===== config.mk =====
export PLATFORM = sky130hd
export DESIGN_NAME = kypd_scanner_core
export DESIGN_NICKNAME = d
export VERILOG_FILES = /design/src/rtl/kypd_pkg.sv /design/src/rtl/kypd_col_scan.sv /design/src/rtl/kypd_scanner_core.sv
export SDC_FILE = /design/constraint.sdc
export NUM_CORES = 1
export LEC_CHECK = 0
export ABC_AREA = 1
export BUFFER_PORTS_ARGS = -buffer_cell sky130_fd_sc_hd__buf_2
export CORE_ASPECT_RATIO = 0.75
export CORE_MARGIN = 4
export CORE_UTILIZATION = 54
export DETAILED_ROUTE_END_ITERATION = 8
export PLACE_DENSITY_LB_ADDON = 0.3
export RECOVER_POWER = 25
export REMOVE_ABC_BUFFERS = 1
export SETUP_SLACK_MARGIN = 0.05
export SLEW_MARGIN = 20
export SYNTH_ARGS = -nofsm -noshare
export SYNTH_HDL_FRONTEND = slang
export SYNTH_HIERARCHICAL = 1
export SYNTH_SLANG_ARGS = --single-unit
export TNS_END_PERCENT = 100

===== constraint.sdc =====
create_clock -name CLK -period 2.8 [get_ports CLK]
set_input_delay 0.56 -clock CLK [delete_from_list [all_inputs] [get_ports CLK]]
set_output_delay 0.56 -clock CLK [all_outputs]
set_load 0.02 [all_outputs]

===== src/rtl/kypd_pkg.sv =====
// Purpose: shared types and constants for the 4x4 keypad scanner.
// Latency: n/a (types, constants and a pure lookup function only).
// Backpressure: n/a.
package kypd_pkg;

    // Debounce FSM encoding
    typedef enum logic [1:0] {
        ST_IDLE       = 2'd0,
        ST_DB_PRESS   = 2'd1,
        ST_HELD       = 2'd2,
        ST_DB_RELEASE = 2'd3
    } kypd_state_t;

    // Per-frame classification, saturating at "two or more"
    typedef enum logic [1:0] {
        FRM_NONE  = 2'd0,
        FRM_ONE   = 2'd1,
        FRM_MULTI = 2'd2
    } frame_res_t;

    // Column drive value out of reset: leftmost column active
    localparam logic [3:0] COL_RESET = 4'b1110;

    // Key legend, nibble index {row, col}; nibble 0 is row0/col0
    localparam logic [63:0] KEYMAP = 64'hDEF0_C987_B654_A321;

    function automatic logic [3:0] key_lookup(input logic [1:0] row, input logic [1:0] col);
        return KEYMAP[{row, col, 2'b00} +: 4];
    endfunction

endpackage


===== src/rtl/kypd_col_scan.sv =====
// Purpose: scan divider, walking-zero column drive and 2-flop row synchronizer.
// Latency: tick every SCAN_DIV cycles; row_sync lags ROW by 2 cycles.
// Backpressure: none; free-running.
// Ports: CLK/RESET; row (raw, active-low) in; col, tick, frame_done,
//        col_idx (column being sampled this tick), row_sync out.
module kypd_col_scan
    import kypd_pkg::*;
#(
    parameter int SCAN_DIV = 100000
) (
    input  logic       CLK,
    input  logic       RESET,
    input  logic [3:0] row,
    output logic [3:0] col,
    output logic       tick,
    output logic       frame_done,
    output logic [1:0] col_idx,
    output logic [3:0] row_sync
);

    localparam int CNT_W = $clog2(SCAN_DIV);
    localparam logic [CNT_W-1:0] CNT_MAX = CNT_W'(SCAN_DIV - 1);

    logic [CNT_W-1:0] div_cnt;
    logic [3:0]       row_meta;

    assign tick       = (div_cnt == CNT_MAX);
    assign frame_done = tick && (col == 4'b0111);

    always_ff @(posedge CLK or posedge RESET) begin
        if (RESET) begin
            div_cnt <= '0;
        end else if (tick) begin
            div_cnt <= '0;
        end else begin
            div_cnt <= div_cnt + CNT_W'(1);
        end
    end

    // Walking zero; anything that is not a single zero is forced back to column 0
    always_ff @(posedge CLK or posedge RESET) begin
        if (RESET) begin
            col <= COL_RESET;
        end else if (tick) begin
            case (col)
                4'b1110: col <= 4'b1101;
                4'b1101: col <= 4'b1011;
                4'b1011: col <= 4'b0111;
                default: col <= COL_RESET;
            endcase
        end
    end

    always_comb begin
        case (col)
            4'b1101: col_idx = 2'd1;
            4'b1011: col_idx = 2'd2;
            4'b0111: col_idx = 2'd3;
            default: col_idx = 2'd0;
        endcase
    end

    // Idle rows read as released (pulled up)
    always_ff @(posedge CLK or posedge RESET) begin
        if (RESET) begin
            row_meta <= 4'hF;
            row_sync <= 4'hF;
        end else begin
            row_meta <= row;
            row_sync <= row_meta;
        end
    end

endmodule


===== src/rtl/kypd_scanner_core.sv =====
// Purpose: 4x4 keypad scanner with whole-frame debounce and ready/ack code delivery.
// Latency: accept registered on the edge after the DEBOUNCE_SCANS-th matching frame.
// Backpressure: KEY_READY held until KEY_ACK; an unacked code is overwritten and flags OVERRUN.
// Ports: CLK, RESET, ROW in / COL out (keypad); KEY_CODE, KEY_READY, KEY_ACK,
//        KEY_STROBE, KEY_PRESSED, KEY_HIST, OVERRUN (consumer side).
module kypd_scanner_core
    import kypd_pkg::*;
#(
    parameter int CLK_FREQUENCY_HZ = 100000000,
    parameter int SCAN_DIV         = 100000,
    parameter int DEBOUNCE_SCANS   = 4
) (
    input  logic        CLK,
    input  logic        RESET,
    input  logic [3:0]  ROW,
    output logic [3:0]  COL,
    output logic [3:0]  KEY_CODE,
    output logic        KEY_READY,
    input  logic        KEY_ACK,
    output logic        KEY_STROBE,
    output logic        KEY_PRESSED,
    output logic [15:0] KEY_HIST,
    output logic        OVERRUN
);

    if (SCAN_DIV < 4 || DEBOUNCE_SCANS < 1 || DEBOUNCE_SCANS > 15 || CLK_FREQUENCY_HZ < 1) begin : g_param_err
        $error("kypd_scanner_core: parameter out of legal range");
    end

    localparam logic [3:0] DB_TARGET = 4'(DEBOUNCE_SCANS);

    logic       tick;
    logic       frame_done;
    logic [1:0] col_idx;
    logic [3:0] row_sync;

    kypd_col_scan #(.SCAN_DIV(SCAN_DIV)) u_col_scan (
        .CLK        (CLK),
        .RESET      (RESET),
        .row        (ROW),
        .col        (COL),
        .tick       (tick),
        .frame_done (frame_done),
        .col_idx    (col_idx),
        .row_sync   (row_sync)
    );

    // ---- frame accumulation ----
    logic [2:0]  col_hits;
    logic [1:0]  hit_row;
    frame_res_t  acc_res, frm_res;
    logic [3:0]  acc_code, frm_code;

    always_comb begin
        col_hits = '0;
        hit_row  = '0;
        for (int r = 3; r >= 0; r--) begin
            if (!row_sync[r]) begin
                col_hits = col_hits + 3'd1;
                hit_row  = 2'(r);
            end
        end
    end

    // Running result including this tick's column; on frame_done this is the frame result
    always_comb begin
        frm_res  = acc_res;
        frm_code = acc_code;
        if (col_hits > 3'd1 || (col_hits == 3'd1 && acc_res != FRM_NONE)) begin
            frm_res = FRM_MULTI;
        end else if (col_hits == 3'd1) begin
            frm_res  = FRM_ONE;
            frm_code = key_lookup(hit_row, col_idx);
        end
    end

    always_ff @(posedge CLK or posedge RESET) begin
        if (RESET) begin
            acc_res  <= FRM_NONE;
            acc_code <= '0;
        end else if (frame_done) begin
            acc_res  <= FRM_NONE;
            acc_code <= '0;
        end else if (tick) begin
            acc_res  <= frm_res;
            acc_code <= frm_code;
        end
    end

    // ---- debounce FSM ----
    kypd_state_t state, state_nxt;
    logic [3:0]  db_cnt, db_cnt_nxt, cnt_inc;
    logic [3:0]  cand, cand_nxt;
    logic        accept;

    assign cnt_inc = db_cnt + 4'd1;

    always_ff @(posedge CLK or posedge RESET) begin
        if (RESET) begin
            state  <= ST_IDLE;
            db_cnt <= '0;
            cand   <= '0;
        end else begin
            state  <= state_nxt;
            db_cnt <= db_cnt_nxt;
            cand   <= cand_nxt;
        end
    end

    always_comb begin
        state_nxt  = state;
        db_cnt_nxt = db_cnt;
        cand_nxt   = cand;
        accept     = 1'b0;
        if (frame_done) begin
            case (state)
                ST_IDLE: begin
                    if (frm_res == FRM_ONE) begin
                        cand_nxt   = frm_code;
                        db_cnt_nxt = 4'd1;
                        if (DB_TARGET == 4'd1) begin
                            accept    = 1'b1;
                            state_nxt = ST_HELD;
                        end else begin
                            state_nxt = ST_DB_PRESS;
                        end
                    end
                end
                ST_DB_PRESS: begin
                    case (frm_res)
                        FRM_ONE: begin
                            if (frm_code == cand) begin
                                db_cnt_nxt = cnt_inc;
                                if (cnt_inc == DB_TARGET) begin
                                    accept    = 1'b1;
                                    state_nxt = ST_HELD;
                                end
                            end else begin
                                cand_nxt   = frm_code;
                                db_cnt_nxt = 4'd1;
                            end
                        end
                        FRM_NONE: state_nxt = ST_IDLE;
                        default:  ; // chord: hold position until it resolves
                    endcase
                end
                ST_HELD: begin
                    if (frm_res == FRM_NONE) begin
                        db_cnt_nxt = 4'd1;
                        state_nxt  = (DB_TARGET == 4'd1) ? ST_IDLE : ST_DB_RELEASE;
                    end
                end
                default: begin // ST_DB_RELEASE
                    if (frm_res == FRM_NONE) begin
                        db_cnt_nxt = cnt_inc;
                        if (cnt_inc == DB_TARGET) state_nxt = ST_IDLE;
                    end else begin
                        state_nxt = ST_HELD;
                    end
                end
            endcase
        end
    end

    always_comb begin
        KEY_PRESSED = (state == ST_HELD) || (state == ST_DB_RELEASE);
    end

    // ---- handshake and history ----
    always_ff @(posedge CLK or posedge RESET) begin
        if (RESET) begin
            KEY_CODE   <= '0;
            KEY_HIST   <= '0;
            KEY_READY  <= 1'b0;
            KEY_STROBE <= 1'b0;
            OVERRUN    <= 1'b0;
        end else begin
            KEY_STROBE <= accept;
            if (accept) begin
                KEY_CODE  <= frm_code;
                KEY_HIST  <= {KEY_HIST[11:0], frm_code};
                KEY_READY <= 1'b1;
                // Pending code lost unless acked this same cycle (ack also clears the flag)
                if (KEY_READY) OVERRUN <= ~KEY_ACK;
            end else if (KEY_READY && KEY_ACK) begin
                KEY_READY <= 1'b0;
                OVERRUN   <= 1'b0;
            end
        end
    end

endmodule


Yosys cells after proc, flatten, opt, wreduce, memory -nomap -nowiden:

Cells that the tools add are included.

* equal/unequal tests: 21
* magnitude comparators: 1
* shift-type cells: 1
* bitwise operators: 1
* mux-type cells: 46
* reductions and logical operators: 16
* $add $sub $neg: 5

Operator list (count)
* 64-bit by 7-bit variable part select with 4-bit output, first input constant: 1
* 4-bit two-way mux: 12
* 2-bit two-way mux: 14
* 4-bit one-hot mux with 3 select lines: 2
* 17-bit by 1-bit adder with 17-bit output, second input constant: 1
* 17-bit equality test, second input constant: 1
* 17-bit two-way mux: 1
* 4-bit equality test, second input constant: 3
* 2-bit one-hot mux with 3 select lines: 2
* 1-bit two-way mux: 10
* 2-bit inequality test, second input constant: 5
* 5-bit AND reduction: 2
* 3-bit by 1-bit adder with 3-bit output, second input constant: 3
* 3-bit two-way mux: 3
* 3-bit inequality test, second input constant: 3
* 4-bit by 3-bit equality test with 1-bit output, second input constant: 2
* 4-bit one-hot mux with 2 select lines: 1
* 2-bit nonzero test: 4
* 7-bit AND reduction: 1
* 5-bit by 2-bit inequality test with 1-bit output, second input constant: 1
* 4-bit by 1-bit adder with 4-bit output, second input constant: 1
* 2-bit by 1-bit equality test with 1-bit output, second input constant: 2
* 2-bit equality test, second input constant: 2
* 4-bit equality test: 1
* other kinds (9): 13

* flip-flop bits (word level): 68
* input bits: 7

Logic depth before layout (Yosys ltp):

* depth after elaboration: 18
* mapped depth: 26
* gate-level depth less buffers: 25

Cells and area by module:

The synthesis kept the hierarchy.

Modules (own cells, without submodules)
* kypd_scanner_core: instances 1, seq. area each 875.8 µm², cells an instance 306, area an instance 2303.5 µm²
* kypd_col_scan: instances 1, seq. area each 739.5 µm², cells an instance 206, area an instance 1539.0 µm²

Least setup slack after synthesis:

Ideal clock, no wire load.

* kind: reg-to-reg
* start: register u_col_scan.row_sync[2]
* end: register KEY_CODE[0]
* period minus slack after synthesis: 2878 ps
* setup slack: -78 ps
* stages on the path, launching flop included: 22
* data arrival time: 2760 ps
* path through: dfstp_2 inv_1 ha_1 inv_1 nand2_1 nand2_2 inv_1 ha_1 or2_1 nand2_2 nand2_2 nor3_4 nand2_1 nand3_1 nand2_2 nor2_4 nand3_2 inv_2 nand2_4 buf_6 nand2_1 o21ai_2

* longest elaborated chain between the ends: 14
* elaborated cells between the ends (all ways): 23
* classes of those cells: add/sub: 2; order compare: 1; eq/ne: 3; shift: 1; mux: 14; reduce/logical: 2

Ends and longest elaborated chain
* start, declared: line kypd_col_scan.sv:18 `output logic [3:0] row_sync`
* start signal, assigned: line kypd_col_scan.sv:70 `row_sync <= row_meta;`
* branches (longest 14 deep; another with 3-bit by 1-bit adder with 3-bit output)
* end signal, assigned: line kypd_scanner_core.sv:180 `KEY_CODE <= frm_code;`
* end, declared: line kypd_scanner_core.sv:17 `output logic [3:0] KEY_CODE,`

Several ways; the timed one is not identified.
A chain may end at the register's enable or synchronous reset.

Worst setup path after layout:

* start: register u_col_scan.row_sync[3]
* end: register KEY_HIST[3]

* longest elaborated chain between the ends: 16
* elaborated cells between the ends (all ways): 26
* classes of those cells: add/sub: 3; order compare: 1; eq/ne: 3; shift: 1; mux: 16; reduce/logical: 2

Ends and longest elaborated chain
* branches (longest 16 deep; another with 3-bit by 1-bit adder with 3-bit output)
* end signal, assigned: line kypd_scanner_core.sv:181 `KEY_HIST <= {KEY_HIST[11:0], frm_code};`
* end, declared: line kypd_scanner_core.sv:22 `output logic [15:0] KEY_HIST,`

Several ways; the timed one is not identified.

==> impl_metrics.yaml <==
sta:
  rsz0062_at_grt: "true"
  finalSetupViolations: 23
  fin_hold_ws_ps: 307
  slew_violations: 36
  finalSetupTns_ps: -454
  hold_viol: 0
  min_period_over_period_pct: 101
  max_slew_margin_pct: -28.8
  skew_ps: 7.27
  tightest_slew_ps: 1930
  fmax_mhz: 353
  post-route-min-period_ps: 2830
  fin_ws_ps: -33.0
power_and_ir_drop:
  seq_power_share_pct: 48.6
  intPower_mw: 1.43
  totalPowerFinal_mw: 1.93
  power_density_nw_per_um2: 412
  p_comb_share_pct: 11.0
  ir_drop_mv: 0.311
  p_leak_nw: 2.52
  p_clk_share_pct: 40.4
  power.share.switching_pct: 26.2
  p_switching_uw: 506
global_routing:
  grt_util_all_layers_pct: 21.6
  grt_max_degree: 36
  antenna_found_initial: 0
  grt_pass1_wl_microns: 14700
  grt-ovfl-total: 0
  grt_pass1_vias: 3224
synthesis:
  synth_cell_types: 39
  syn-instance-count: 512
  syn-cell-area_sq_um: 3840
  ys_warn_count: 6
  ys_seq_area_share_pct: 42.0
  ys_ff_latch: 64
  avgSynthCellArea_sq_um: 7.50
layout:
  synthToLayoutAreaGrowth_pct: 22.2
  drive_gt1_share_pct: 26.9
  layout_commonest_cell: "nand2_1"
  final_cells: 679
  antenna_cells: 0
  most-common-layout-cells: "155 x nand2_1, 75 x inv_1, 53 x dfrtp_1, 41 x nor2_1, 35 x nand3_1"
  final_nets: 598
floorplanning:
  core_area_sq_um: 6860
  dieArea_sq_um: 8540
  die_w_microns: 105
  start_util_pct: 56.0
  die_h_microns: 81.1
  io_pins: 35
  num_rows: 26
routing:
  wl_per_cell_microns: 12.4
  viasPerCell: 5.01
  vias: 3404
  postRouteAntennaNets: 0
  drc_errors: 0
  detail_route.first_pass.iterations: 5
  routed_wl_microns: 8450
  drt_iter0_drc: 197
clocking:
  cts_buffers: 9
  clockBufferDepth: 2
  cts-htree-levels: 3
  clock_sinks: 64
  cts_tree: "yes"
  clk_pin_slew_ps: 70
  insertion_delay_ps: 350
  clockRootBuffer: "clkbuf_8"
  hold_buffers: 0
worst_setup_path:
  critPathKind: "register to register"
  end_kind: "register"
  cp.arrival_ps: 3060
  cp.required_ps: 3030
  path_max_fanout: 6
  start_kind: "register"
placed_design:
  portBuffers: 34
  gp_congestion: 0.940
  dpl.hpwl_microns: 5900
  place_inst: 651
outcome:
  outcome: "finished, violations left"
  violations: "capacitance limit, slew limit, setup timing"
run:
  cap_violations: 1
min_path:
  hold_class: "input port to asynchronous set/reset pin"
synth_stat cells, drive strengths merged:
library cell / number / area share (%)
nand2: 176 / 18
inv: 84 / 8.3
dfrtp: 53 / 35
nor2: 51 / 6.0
nand3: 43 / 6.3
o21ai: 23 / 3.5
nand4: 16 / 3.0
ha: 15 / 4.9
dfstp: 11 / 7.5
buf: 9 / 2.1
a21oi: 7 / 1.1
xor2: 7 / 1.6
o22ai: 5 / 0.81
or2: 3 / 0.49
clkinv: 2 / 0.26
nor3: 2 / 0.55
a22oi: 1 / 0.20
and3: 1 / 0.16
nand3b: 1 / 0.20
o211ai: 1 / 0.20
o32ai: 1 / 0.23
metrics by stage:
stage	setup WS (ps)	util (%)	instance area, sq um
floorplan	-82.4	-	3760
global placement	-164	60.8	4170
finish	-33.0	68.4	4690
global route	-253	68.4	4690
CTS	-83.0	67.2	4610
detailed placement	-312	60.8	4170
layout make-up:
class	count	area, sq um
multi-input cells	355	2030
well taps	98	123
clock inverters	7	72.6
fillers	534	2170
repair inverters	1	11.3
flip-flops and latches	64	1620
clock buffers	9	124
repair buffers	59	377
inverters	86	344
sequential cells by signal, summed over array words and instances, names as in the netlist, named ones only:
| name | cells |
|---|---|
| OVERRUN | 1 |
| state | 1 |
| u_col_scan/div_cnt | 17 |
| acc_code | 4 |
| u_col_scan/row_meta | 4 |
| cand | 4 |
| KEY_READY | 1 |
| u_col_scan/row_sync | 4 |
| KEY_STROBE | 1 |
| u_col_scan/col | 4 |
| acc_res | 2 |
| db_cnt | 4 |
| KEY_CODE | 3 |
| KEY_HIST | 13 |
power by group through the flow:
stage	Combinational, mW	Sequential [mW]	Clock [mW]
2_1_floorplan	0.112	0.956	0
3_3_place_gp	0.161	0.957	0
3_5_place_dp	0.167	0.957	0
4_1_cts	0.198	0.940	0.808
5_1_grt	0.238	0.941	0.856
6_report	0.212	0.940	0.782
worst max-delay path: stages (launching register included):
cell and delay, ps:
dfstp_2 550, inv_2 60, ha_4 290, inv_2 40
nand2_2 60, nand2_2 60, inv_2 60, ha_4 190
or2_1 210, nand2_2 110, nand2_4 80, clkinv_4 60
nand4_1 90, nand2_1 120, nand2_1 50, nand2_1 50
nand2_1 70, inv_2 110, nand3_4 120, inv_8 120
nand2_8 100, nand2_2 80, o21ai_2 60
path summary, 6_finish.rpt:
check / endpoint / startpoint / slack, ps / cells after the start
max reg2reg: KEY_HIST[3]$_DFFE_PP0P_ / u_col_scan/row_sync[3]$_DFF_PP1_ / -30 / 22
min: u_col_scan/div_cnt[13]$_DFF_PP0_ / RESET / 310 / 2
min in group CLK: u_col_scan/row_meta[0]$_DFF_PP1_ / ROW[0] / 310 / 1
max: KEY_HIST[3]$_DFFE_PP0P_ / u_col_scan/row_sync[3]$_DFF_PP1_ / -30 / 22
min reg2reg: u_col_scan/row_sync[0]$_DFF_PP1_ / u_col_scan/row_meta[0]$_DFF_PP1_ / 360 / 0
max in group asynchronous: acc_code[0]$_DFFE_PP0P_ / RESET / 800 / 3
cell families after synthesis:
logic type / count (synthesis) / share of synthesized area, %
xor+xnor: 7 / 1.60
simple gates: 293 / 34.8
buf+inv: 95 / 10.7
compound gates: 38 / 6.02
flops: 64 / 42.0
fa+ha+maj: 15 / 4.88
per-layer routing:
metal / wire length, microns / up-vias / GRT usage, %
met5: 0 / - / 0
met4: 80 / 0 / 5.77
met3: 364 / 11 / 6.43
met2: 4040 / 68 / 34.5
met1: 3970 / 1588 / 29.0
li1: - / 1737 / -
repair_timing:
item / CTS / global route
gates cloned: 3 / 0
pin swaps: 17 / 10
gates resized for setup: 49 / 12
endpoints found under the hold margin: 0 / 0
endpoints found under the setup margin: 29 / 29
buffers inserted: 3 / 6
Note: power is estimated with default switching activity, not from simulation.
